### src/rtl/counter_sequencer.sv
// Push-button run/stop, direction and rate control for the 4-bit LED counter.
// Presses appear 2 sync + DEBOUNCE_CYCLES cycles after a stable edge; the tick is registered one cycle after the divider wrap.
module counter_sequencer #(
  parameter int CLK_HZ          = 25000000,
  parameter int DIV_BITS        = 25,
  parameter int DEBOUNCE_CYCLES = 250000,
  parameter int CTR_BITS        = 4
) (
  input  logic                clkin,
  input  logic                rstn,
  input  logic                btn_run,
  input  logic                btn_dir,
  input  logic                btn_speed,
  output logic [CTR_BITS-1:0] led,
  output logic                tick,
  output logic                running,
  output logic                dir_down,
  output logic [1:0]          speed
);

  localparam int DEB_W = $clog2(DEBOUNCE_CYCLES + 1);
  localparam int B_RUN = 0;
  localparam int B_DIR = 1;
  localparam int B_SPD = 2;

  typedef enum logic {
    STOP = 1'b0,
    RUN  = 1'b1
  } state_t;

  logic [2:0]       btn_raw;
  logic [2:0]       sync1;
  logic [2:0]       sync2;
  logic [2:0]       level;
  logic [2:0]       press;
  logic [DEB_W-1:0] deb_cnt [3];

  state_t              state_q;
  state_t              state_d;
  logic [DIV_BITS-1:0] div_q;
  logic [DIV_BITS-1:0] div_d;
  logic [DIV_BITS-1:0] div_max;
  logic                tick_d;

  assign btn_raw = {btn_speed, btn_dir, btn_run};

  // A level is accepted only after it has disagreed with the current one for
  // DEBOUNCE_CYCLES straight cycles; any bounce back restarts the count.
  always_ff @(posedge clkin or negedge rstn) begin
    if (!rstn) begin
      sync1 <= '0;
      sync2 <= '0;
      level <= '0;
      press <= '0;
      for (int i = 0; i < 3; i++) deb_cnt[i] <= '0;
    end else begin
      sync1 <= btn_raw;
      sync2 <= sync1;
      for (int i = 0; i < 3; i++) begin
        press[i] <= 1'b0;
        if (sync2[i] == level[i]) begin
          deb_cnt[i] <= '0;
        end else if (deb_cnt[i] == DEB_W'(DEBOUNCE_CYCLES - 1)) begin
          deb_cnt[i] <= '0;
          level[i]   <= sync2[i];
          press[i]   <= sync2[i];
        end else begin
          deb_cnt[i] <= deb_cnt[i] + DEB_W'(1);
        end
      end
    end
  end

  assign div_max = (DIV_BITS'(CLK_HZ) >> speed) - DIV_BITS'(1);

  // Stop and speed presses take priority over a divider wrap, so the tick is dropped.
  always_comb begin
    state_d = state_q;
    div_d   = div_q;
    tick_d  = 1'b0;
    case (state_q)
      STOP: begin
        if (press[B_RUN]) state_d = RUN;
        if (press[B_RUN] || press[B_SPD]) div_d = '0;
      end
      RUN: begin
        if (press[B_RUN]) begin
          state_d = STOP;
        end else if (press[B_SPD]) begin
          div_d = '0;
        end else if (div_q == div_max) begin
          div_d  = '0;
          tick_d = 1'b1;
        end else begin
          div_d = div_q + DIV_BITS'(1);
        end
      end
      default: state_d = STOP;
    endcase
  end

  always_ff @(posedge clkin or negedge rstn) begin
    if (!rstn) begin
      state_q  <= STOP;
      div_q    <= '0;
      tick     <= 1'b0;
      led      <= '0;
      dir_down <= 1'b0;
      speed    <= '0;
    end else begin
      state_q  <= state_d;
      div_q    <= div_d;
      tick     <= tick_d;
      speed    <= speed + {1'b0, press[B_SPD]};
      dir_down <= dir_down ^ press[B_DIR];
      // Step uses the direction held before any same-cycle dir press lands.
      if (tick) led <= dir_down ? led - CTR_BITS'(1) : led + CTR_BITS'(1);
    end
  end

  assign running = (state_q == RUN);

endmodule

### config.mk
export PLATFORM = sky130hd
export DESIGN_NAME = counter_sequencer
export DESIGN_NICKNAME = d
export VERILOG_FILES = /design/src/rtl/counter_sequencer.sv
export SDC_FILE = /design/constraint.sdc
export NUM_CORES = 1
export LEC_CHECK = 0
export CAP_MARGIN = 20
export CORE_MARGIN = 1
export CORE_UTILIZATION = 65
export DETAILED_ROUTE_END_ITERATION = 16
export GPL_TIMING_DRIVEN = 1
export MAX_ROUTING_LAYER = met4
export PLACE_DENSITY = 0.88
export SYNTH_ARGS = -nofsm -noshare
export SYNTH_HDL_FRONTEND = slang
export SYNTH_SLANG_ARGS = --single-unit
### constraint.sdc
create_clock -name clkin -period 3.9 [get_ports clkin]
set_clock_uncertainty 0.1 [all_clocks]
set_input_delay 0.78 -clock clkin [delete_from_list [all_inputs] [get_ports clkin]]
set_output_delay 0.78 -clock clkin [all_outputs]
set_load 0.01 [all_outputs]
* Yosys cells after proc, flatten, opt, wreduce, memory -nomap -nowiden
Index checks and enable logic that the tools add are counted.
** Storage, ports and cells
- Register bits after elaboration :: 100
- Input bits :: 5
- Output and inout bits :: 9
- Word-level logic and storage cells :: 68
** Cells by class
- Add/sub/neg operators :: 8
- Equal/unequal tests :: 9
- Shift-type cells :: 1
- Muxes and demuxes :: 25
- Bitwise operators :: 5
- Reductions and logical operators :: 5
** Operator list (count)
- 18-bit two-way mux :: 6
- 25-bit two-way mux :: 4
- 18-bit by 1-bit adder with 18-bit output (second input constant) :: 3
- 18-bit == test (second input constant) :: 3
- 25-bit one-hot mux with 2 select lines :: 1
- 25-bit by 1-bit adder with 25-bit output (second input constant) :: 1
- 25-bit == test :: 1
- 25-bit by 2-bit right shift with 25-bit output (first input constant) :: 1
- 25-bit by 2-bit subtractor with 25-bit output (second input constant) :: 1
- 1-bit two-way mux :: 12
- 2-bit AND reduction :: 4
- 4-bit by 1-bit adder with 4-bit output (second input constant) :: 1
- 4-bit two-way mux :: 1
- 2-bit != test (second input constant) :: 2
- 1-bit NOT :: 4
- 4-bit by 1-bit subtractor with 4-bit output (second input constant) :: 1
- 1-bit == test :: 3
- 2-bit by 1-bit adder with 2-bit output :: 1
- 1-bit one-hot mux with 2 select lines :: 1
- 1-bit logical OR :: 1
- 1-bit bitwise XOR :: 1

* Logic depth before layout (Yosys ltp)
Gate-level depths: netlist (run 1).
- Depth after elaboration :: 7
- Gate-level depth with buffers :: 11
- Gate-level depth less buffers :: 8

* Worst setup path before layout (run 1)
OpenSTA, ideal clock, no wires.
- Path kind :: register to register
- Start :: register speed[0]
- End :: register div_q[21]
- Library setup time :: 0.124 ns
- Data arrival time :: 2.332 ns
- Data required time :: 3.676 ns
- Path slack :: 1.344 ns
- Cell stages (with the launch flop) :: 12
- Buffers on the path :: 3
- Clock period less this slack :: 2.556 ns
- Path through :: dfrtp_1 -> buf_4 -> buf_6 -> nand2b_1 -> ha_1 -> xnor2_1 -> nor2_1 -> o2111ai_2 -> o31ai_4 -> buf_4 -> nor3_1 -> a211o_1
** On the way
- Longest elaborated chain between the ends :: 7
** RTL lines
- from (decl) :: RTL line 18 : output logic [1:0] speed
- from (signal assigned) :: RTL line 114 : speed <= speed + {1'b0, press[B_SPD]};
- 25-bit by 2-bit right shift with 25-bit output :: RTL line 74 : assign div_max = (DIV_BITS'(CLK_HZ) >> speed) - DIV_BITS'(1);
- 25-bit by 2-bit subtractor with 25-bit output :: RTL line 74
- 25-bit == test :: RTL line 91 : end else if (div_q == div_max) begin
- 25-bit two-way mux :: RTL line 91
- 25-bit two-way mux :: RTL line 89 : end else if (press[B_SPD]) begin
- 25-bit two-way mux :: RTL line 87 : if (press[B_RUN]) begin
- 25-bit one-hot mux with 2 select lines :: RTL line 81 : case (state_q)
- to (signal assigned) :: RTL line 112 : div_q <= div_d;
- to (decl) :: RTL line 40 : logic [DIV_BITS-1:0] div_q;
No other way between the ends. The select of a mux whose other input is x is not followed.
A chain may end at the register's enable or synchronous reset.

* Worst setup path after layout (run 1)
- Start :: register speed[0]
- End :: register div_q[24]
Same word-level chain as after synthesis.

==> flow_summary.yaml, run 1 <==
yosys:
  ys_ff_latch: 100
  syn-cell-area_um2: 5080
  yosys.area.top_type: "dfrtp_1"
  ys_seq_area_frac: 0.493
  avgSynthCellArea_um2: 9.82
  synth_edf_count: 0
  ys.flop_type: "dfrtp_1"
  netlist_instances: 517
  syn_nets: 531
  synth_top_area_share: 0.493
  ys_async_sr_fraction: 1.00
  synth.distinct_cells: 55
  synth_area_leaders: "dfrtp_1, nor2_1, xor2_1"
  ys_warn_count: 0
final_layout:
  ff_latch_area_um2: 2500
  multiInputGateArea_um2: 2460
  layout-drive-gt1-share: 0.0655
  stdcell_count: 633
  area_delta_synth_final_pct: 7.52
  final.fill_count: 515
  stdcell_area_um2: 5460
  antennaDiodeCount: 0
  final_nets: 543
floorplan:
  io_pins: 14
  dieArea_um2: 8170
  fp-row-count: 31
  initial_core_util: 0.685
  core_um2: 7410
  die_w_um: 90.4
  fp.dieH_um: 90.4
worst_setup_path:
  crit_path_start: "speed[0]"
  cp.required_ps: 4060
  start_kind: "flop"
  worst_setup_path_end_kind: "flop"
  rr_startpoint: "speed[0]"
  crit_type: "flop to flop"
  arrival_ps: 2980
  cp_max_fo: 19
clocking:
  cts.clk_slew.worst_paths_ps: 100
  clkLatencyLatePin_ps: 380
  cts_tree: "done"
  post_cts_buffers: 0
  clock_path_buffers: 2
  cts_resized: 0
  root_buffer: "clkbuf_8"
  cts_hold_buf: 0
  cts_sinks: 100
  numCtsBuffers: 9
  h-tree-depth: 3
hold_path:
  min_from: "sync1[2]"
  min_path_type: "flop to flop"
route:
  viasPerCell: 6.08
  drcViolationCount: 0
  wl_per_cell_um: 15.8
  wirelength_um: 10000
  first_iter_violations: 232
  drtAntennaViolNets: 0
  vias: 3848
  dr.pass1.iters: 4
timing:
  tns_ps: 0
  finalSetupViolCount: 0
  setup_ws_ps: 1080
  hold_viol: 0
  rsz0062_at_grt: "false"
  fmax_ghz: 0.355
  tightest_slew_ps: 1010
  max_slew_margin: 0.327
  period_needed_ps: 2820
  drv_slew: 0
  finalCritPeriodShare: 0.723
placement:
  dp_hpwl_um: 7080
  pre_cts_slack_ps: 1160
  gp_congestion: 0.866
  dp.cells: 617
  place_area_um2: 5270
  port_buffers: 13
run_status:
  status: "completed"
global_routing:
  grt_start_max_net_pins: 55
  grt-ovfl-total: 0
  grt_usage: 0.283
  grt_antenna_before_repair: 0
  grt_pass1_vias: 3896
  grt_first_pass_wirelength_um: 17900
pwr:
  peakVddDrop_uv: 245
  power_density_nw_per_um2: 319
  leakage_nw: 2.38
  p_total_w: 0.00174
run:
  drv_cap: 0
## kinds of logic after synthesis
| group | synth area share |
|---|---|
| AOI/OAI and AO/OA | 0.0902 |
| xor gates and xnor gates | 0.109 |
| DFF | 0.493 |
| buffers and inverters | 0.0232 |
| muxes | 0.0108 |
| adders and majority gates | 0.0237 |
| and+or+nand+nor | 0.251 |
## flip-flops by register name (all words and copies together), names as in the netlist
name      cells
deb_cnt      54
sync1         3
tick          1
level         3
running       1
dir_down      1
div_q        25
speed         2
led           4
sync2         3
press         3
## cells in the mapped netlist (2+ instances only)
cell / number
dfrtp_1: 100
nor2_1: 83
nand2_1: 41
nand3_1: 36
xor2_1: 33
xnor2_1: 30
nor3_1: 21
o21ai_0: 16
and3_1: 15
a21o_1: 12
nand4_1: 11
nor3b_1: 10
nor4_1: 9
a21oi_1: 8
ha_1: 8
clkbuf_1: 7
inv_1: 6
a211o_1: 4
and2_1: 4
mux2_2: 4
nand2b_1: 4
nor2b_1: 4
or3_1: 4
a22o_1: 3
buf_2: 3
buf_4: 3
nor4bb_1: 3
a32o_1: 2
and4_1: 2
buf_6: 2
nor4b_1: 2
o211ai_1: 2
o21a_1: 2
o31ai_1: 2
## stage by stage
stage,hold slack (ps),util
2_1_floorplan,231,-
3_3_place_gp,233,0.711
3_5_place_dp,236,0.711
4_1_cts,260,0.737
5_1_grt,265,0.737
6_report,259,0.737
## final timing paths
kind,slack [ps],cells after the start,to
hold reg to reg,260,0,sync2[2]
setup / recovery,1080,9,div_q[24]
hold / removal,260,0,sync2[2]
min in group asynchronous,330,1,speed[1]
max in group asynchronous,2570,2,div_q[6]
setup reg to reg,1080,9,div_q[24]
## layout make-up
| type | count | share of cell area |
|---|---|---|
| flip-flops and latches | 100 | 0.458 |
| clock buffers | 10 | 0.0252 |
| repair buffers | 17 | 0.0289 |
| well taps | 99 | 0.0227 |
| inverters | 7 | 0.00481 |
| multi-input cells | 394 | 0.450 |
| clock inverters | 6 | 0.00986 |
## layer usage
layer | routed length (um) | up-vias | global-route usage
met5 | 0 | - | -
met3 | 486 | 29 | 0.0589
met1 | 4170 | 1891 | 0.338
met4 | 276 | 0 | 0.128
met2 | 5100 | 102 | 0.462
li1 | - | 1826 | -
## power by group
group          leakage (nW)  internal, W  switching, W
registers              1.38      0.00105    0.00000931
logic                 0.916    0.0000131     0.0000338
clock network        0.0890     0.000260      0.000377
## cell usage in the layout, fill, tap and decap left out, drive strengths merged, types with 5 or more instances in the layout
master,count
a21o,12
a21oi,9
and3,15
buf,5
clkbuf,10
clkdlybuf4s50,12
dfrtp,100
ha,8
inv,10
nand2,41
nand3,36
nand4,11
nor2,83
nor3,21
nor3b,10
nor4,9
o21ai,16
xnor2,30
xor2,33
## worst max-delay path, stage by stage (launching register included)
cell and delay (ps):
dfrtp_1 730, nand2_1 130, ha_1 330, xnor2_1 130, nor2_1 150, o2111ai_2 180, o31ai_4 300, buf_4 250
o21ai_0 120, a22o_1 290
No activity file was read; power rests on OpenSTA's default activity.
==> inputs of run 2 (changes only) <==
CORE_UTILIZATION = 56   (was 65)
PLACE_DENSITY = 0.81   (was 0.88)
clock period = 2.5 ns   (was 3.9 ns; I/O delays follow)
==> run 2 against run 1 <==
- cell count increased by 2.1%
- register-to-register slack got worse by 950 ps
- sequential power increased by 56%
- clock power increased by 79%
- count of clock-buffer cells in the layout decreased by 1
- core utilization decreased by 10 points
- combinational power increased by 63%
- design area increased by 1.7%
- sequential share of layout area decreased by 0.75 points
- total power increased by 65%
==> flow_summary.yaml, run 2 (same netlist as run 1, synthesis figures left out) <==
worst_setup_path:
  cp_top_family: "compound AO/OA/AOI/OAI gates"
  cp_common_cell: "nor2_1"
  rr_startpoint: "speed[0]"
  cp_max_fo: 19
  crit_chain: "nand2b_1 -> ha_1 -> xnor2_1 -> nor2_1 -> o2111ai_2 -> o31ai_4 -> buf_4 -> nor2_1 -> a211o_1"
  rrSetupSlack_ps: 130
  arrival_ps: 2520
  max_stage_delay_ps: 460
  start_kind: "flop"
  cp.required_ps: 2650
  worst_setup_path_end_kind: "flop"
  timing.reg2reg.worst_path_depth: 9
  r2r-end: "div_q[18]"
  cp.buffers_inverters: 1
  crit_type: "flop to flop"
  cp_slowest_cell: "dfrtp_1"
timing:
  period_needed_ps: 2370
  finalCritPeriodShare: 0.948
  max_slew_margin: 0.612
  tightest_slew_ps: 582
  fmax_ghz: 0.422
  tns_ps: 0
  hold_viol: 0
  finalSetupViolCount: 0
  rsz0062_at_grt: "true"
  setup_ws_ps: 129
  hold_slack_ps: 15.6
  drv_slew: 0
pwr:
  switching_share: 0.223
  intPower_w: 0.00223
  power_density_nw_per_um2: 516
  p_switching_w: 0.000638
  pwr-share-comb: 0.027
  seqPwrFrac: 0.575
  power_frac_clock: 0.398
  leakage_nw: 2.43
  peakVddDrop_uv: 401
final_layout:
  reg_top3: "deb_cnt x54, div_q x25, led x4"
  layout-drive-gt1-share: 0.0762
  layout_common_cells: "dfrtp_1, nor2_1, nand2_1"
  post-route-util: 0.634
  stdcell_area_um2: 5550
  final_nets: 548
  final.fill_count: 684
  area_delta_synth_final_pct: 9.36
  largest_register_ffs: 54
  mostFrequentLayoutCell: "dfrtp_1"
  antennaDiodeCount: 0
  top_register: "deb_cnt"
route:
  dr.pass1.iters: 5
  vias: 3749
  wl_per_cell_um: 15.3
  drcViolationCount: 0
  wirelength_um: 9910
  viasPerCell: 5.80
  first_iter_violations: 239
  drtAntennaViolNets: 0
global_routing:
  grt_first_pass_wirelength_um: 17300
  use_met1: 0.309
  grt-ovfl-total: 0
  use_met2: 0.363
  grt-busiest-layer: "met2"
  grt_pass1_vias: 3722
  grt_start_max_net_pins: 47
  grt_usage: 0.233
  use_met3: 0.0504
  grt_antenna_before_repair: 0
floorplan:
  die_w_um: 97.2
  io_pins: 14
  fp.dieH_um: 97.2
  dieArea_um2: 9450
  fp-row-count: 34
  core_um2: 8760
  initial_core_util: 0.579
clocking:
  numCtsBuffers: 9
  clkLatencyLatePin_ps: 370
  root_buffer: "clkbuf_8"
  cts_hold_buf: 0
  h-tree-depth: 3
  clock_path_buffers: 2
  cts.clk_slew.worst_paths_ps: 100
  cts_tree: "done"
  cts_sinks: 100
placement:
  port_buffers: 13
  dp_hpwl_um: 6940
  place_area_um2: 5330
  pre_cts_slack_ps: 56.0
  gp_congestion: 0.938
hold_path:
  min_path_type: "primary input to asynchronous set/reset pin"
run:
  drv_cap: 0
run_status:
  status: "completed"
-- run 2: cell types whose count changed in the layout (fill, tap and decap cells not counted), sizes merged --
cell,before,now
buf,5,10
bufinv,0,2
clkbuf,10,9
clkinv,0,1
clkinvlp,3,0
-- run 2: power by group through the flow --
stage	Clock (W)	Combinational [W]	Sequential, W
after detailed placement	0	0.0000788	0.00168
after CTS	0.00117	0.0000796	0.00165
after global routing	0.00122	0.0000898	0.00165
final	0.00114	0.0000765	0.00165
after global placement	0	0.0000754	0.00168
after floorplan	0	0.0000293	0.00168
-- run 2: layout make-up --
type,count,area [um2],area share
flip-flops and latches,100,2500,0.451
clock buffers,9,124,0.0223
clock inverters,6,93.8,0.0169
well taps,108,135,0.0243
multi-input cells,394,2460,0.443
repair buffers,22,208,0.0374
inverters,7,26.3,0.00473
-- run 2: worst max-delay path by stage --
stage / depth (start not counted) / to / startpoint
global placement: 9 / div_q[4] / speed[1]
CTS: 9 / div_q[4] / speed[1]
floorplan: 11 / div_q[21] / speed[0]
global route: 9 / div_q[9] / speed[0]
detailed placement: 9 / div_q[4] / speed[1]
finish: 9 / div_q[18] / speed[0]
-- run 2: through the flow --
step / cells / power [W]
6_report: 646 / 0.00286
5_1_grt: 646 / 0.00296
4_1_cts: 646 / 0.00290
3_5_place_dp: 631 / 0.00176
3_3_place_gp: 631 / 0.00175
2_1_floorplan: 517 / 0.00171
-- run 2: routing by layer --
| layer | wire length [um] | share of wire | vias to the layer above |
|---|---|---|---|
| li1 | - | - | 1829 |
| met1 | 4670 | 0.47 | 1859 |
| met2 | 4810 | 0.48 | 52 |
| met3 | 335 | 0.034 | 9 |
| met4 | 99 | 0.010 | 0 |
| met5 | 0 | 0 | - |
-- run 2: what timing repair did --
| item | CTS | global route |
|---|---|---|
| endpoints found under the setup margin | 0 | 21 |
| buffers inserted | 0 | 0 |
| gates resized for setup | 0 | 2 |
==> inputs of run 3 (changes only) <==
GPL_TIMING_DRIVEN = 0   (was 1)
TNS_END_PERCENT = 50   (was default)
==> run 3 against run 2 <==
- sequential power about the same
- clock power decreased by 12%
- cell count increased by 2.2%
- core utilization increased by 0.93 points
- total power decreased by 4.8%
- wire length increased by 2.4%
- global-route usage increased by 0.20 points
- largest power group unchanged
==> flow_summary.yaml, run 3 (same netlist as run 1, synthesis figures left out) <==
run_status:
  status: "completed"
route:
  wl_per_cell_um: 15.4
  first_iter_violations: 209
  vias: 3843
  viasPerCell: 5.82
  wirelength_um: 10100
  dr.pass1.iters: 5
  drcViolationCount: 0
  drtAntennaViolNets: 0
worst_setup_path:
  crit_end: "div_q[21]"
  crit_type: "flop to flop"
  worst_setup_path_end_kind: "flop"
  rr_startpoint: "speed[0]"
  rrSetupSlack_ps: 120
  r2r-end: "div_q[21]"
  start_kind: "flop"
  arrival_ps: 2550
  cp.required_ps: 2660
  cp_max_fo: 17
  crit_path_start: "speed[0]"
  timing.reg2reg.worst_path_depth: 11
floorplan:
  fp-row-count: 34
  fp.dieH_um: 97.2
  dieArea_um2: 9450
  die_w_um: 97.2
  core_um2: 8760
  initial_core_util: 0.579
  io_pins: 14
run:
  drv_cap: 0
timing:
  hold_viol: 0
  max_slew_margin: 0.500
  finalCritPeriodShare: 0.954
  tightest_slew_ps: 743
  setup_ws_ps: 115
  period_needed_ps: 2380
  fmax_ghz: 0.419
  rsz0062_at_grt: "false"
  finalSetupViolCount: 0
  drv_slew: 0
  tns_ps: 0
final_layout:
  mostFrequentLayoutCell: "dfrtp_1"
  largest_register_ffs: 54
  antennaDiodeCount: 0
  layout-drive-gt1-share: 0.0888
  stdcell_count: 660
  reg_top3: "deb_cnt x54, div_q x25, led x4"
  area_delta_synth_final_pct: 11.0
  final.fill_count: 709
  final_nets: 561
  top_register: "deb_cnt"
  layout_common_cells: "dfrtp_1, nor2_1, nand2_1"
  multiInputGateArea_um2: 2480
  ff_latch_area_um2: 2500
global_routing:
  grt_antenna_before_repair: 0
  grt_pass1_vias: 3856
  grt-ovfl-total: 0
  grt_usage: 0.235
  grt_first_pass_wirelength_um: 17500
  grt_start_max_net_pins: 56
clocking:
  root_buffer: "clkbuf_8"
  cts_tree: "done"
  numCtsBuffers: 9
  cts_sinks: 100
  cts.clk_slew.worst_paths_ps: 100
  clkLatencyLatePin_ps: 380
  h-tree-depth: 3
  clock_path_buffers: 2
placement:
  gp_congestion: 0.913
  dp.cells: 639
  dp_hpwl_um: 7180
  pre_cts_slack_ps: -306
  port_buffers: 13
pwr:
  switching_share: 0.250
  power_frac_clock: 0.367
  pwr-share-comb: 0.029
  intPower_w: 0.00204
  power_density_nw_per_um2: 484
  peakVddDrop_uv: 373
  leakage_nw: 2.47
  p_total_w: 0.00273
  seqPwrFrac: 0.604
  p_switching_w: 0.000682
hold_path:
  min_path_type: "primary input to asynchronous set/reset pin"
## run 3: cell count changes in the layout (fill, tap and decap cells not counted), sizes merged
cell    delta
clkinv     +2
clkbuf     +8
inv        +1
bufinv     -2
buf        +5
## run 3: final cells by class
| type | count | area share |
|---|---|---|
| timing repair buffer | 21 | 0.0382 |
| buffer | 14 | 0.0147 |
| sequential | 100 | 0.444 |
| clock buffer | 9 | 0.0220 |
| inverter | 7 | 0.00466 |
| tap | 108 | 0.0240 |
| clock inverter | 7 | 0.0118 |
| multi-input combinational | 394 | 0.441 |
## run 3: worst min-delay path by stage
stage               cells after the start  slack (ps)           to  startpoint
detailed placement                      0         240     sync2[2]    sync1[2]
finish                                  1          20  deb_cnt[47]        rstn
CTS                                     1          40  deb_cnt[47]        rstn
global placement                        0         230     sync2[2]    sync1[2]
floorplan                               0         100   deb_cnt[0]        rstn
global route                            1          80  deb_cnt[47]        rstn
## run 3: metrics by stage
step / area, um2 / util / hold WS, ps
after global routing: 5630 / 0.643 / 75.8
after floorplan: 5080 / - / 104
final: 5630 / 0.643 / 21.0
after CTS: 5620 / 0.641 / 40.6
after global placement: 5340 / 0.610 / 232
after detailed placement: 5370 / 0.613 / 236
## run 3: critical path, stage by stage, from the launching register on
cell and delay, ps:
dfrtp_1 400, buf_6 160, nand2b_4 150, ha_4 150
nor2b_1 130, nor3_2 130, o221ai_2 160, o31ai_4 300
buf_6 160, buf_6 130, nor3_1 50, a211o_1 230
## run 3: power by group through the flow
| stage | clock network [W] | registers, W | logic [W] |
|---|---|---|---|
| final | 0.00100 | 0.00165 | 0.0000781 |
| after global routing | 0.00108 | 0.00165 | 0.0000926 |
| after CTS | 0.00103 | 0.00165 | 0.0000816 |
| after detailed placement | 0 | 0.00168 | 0.0000809 |
| after global placement | 0 | 0.00168 | 0.0000726 |
| after floorplan | 0 | 0.00168 | 0.0000293 |
## run 3: routing by layer
layer | GRT usage | vias up | wire length (um)
met4 | 0.0894 | 0 | 193
met3 | 0.0504 | 22 | 543
met2 | 0.365 | 103 | 4930
met1 | 0.306 | 1859 | 4480
li1 | - | 1859 | -
met5 | - | - | 0
## run 3: repair_timing
action,4_1_cts,5_1_grt
setup buffers,5,2
setup endpoints to repair,25,23
resized for setup,7,2
hold buffers,0,0
pin swaps,10,3
endpoints found under the hold margin,0,0
cloned,0,0
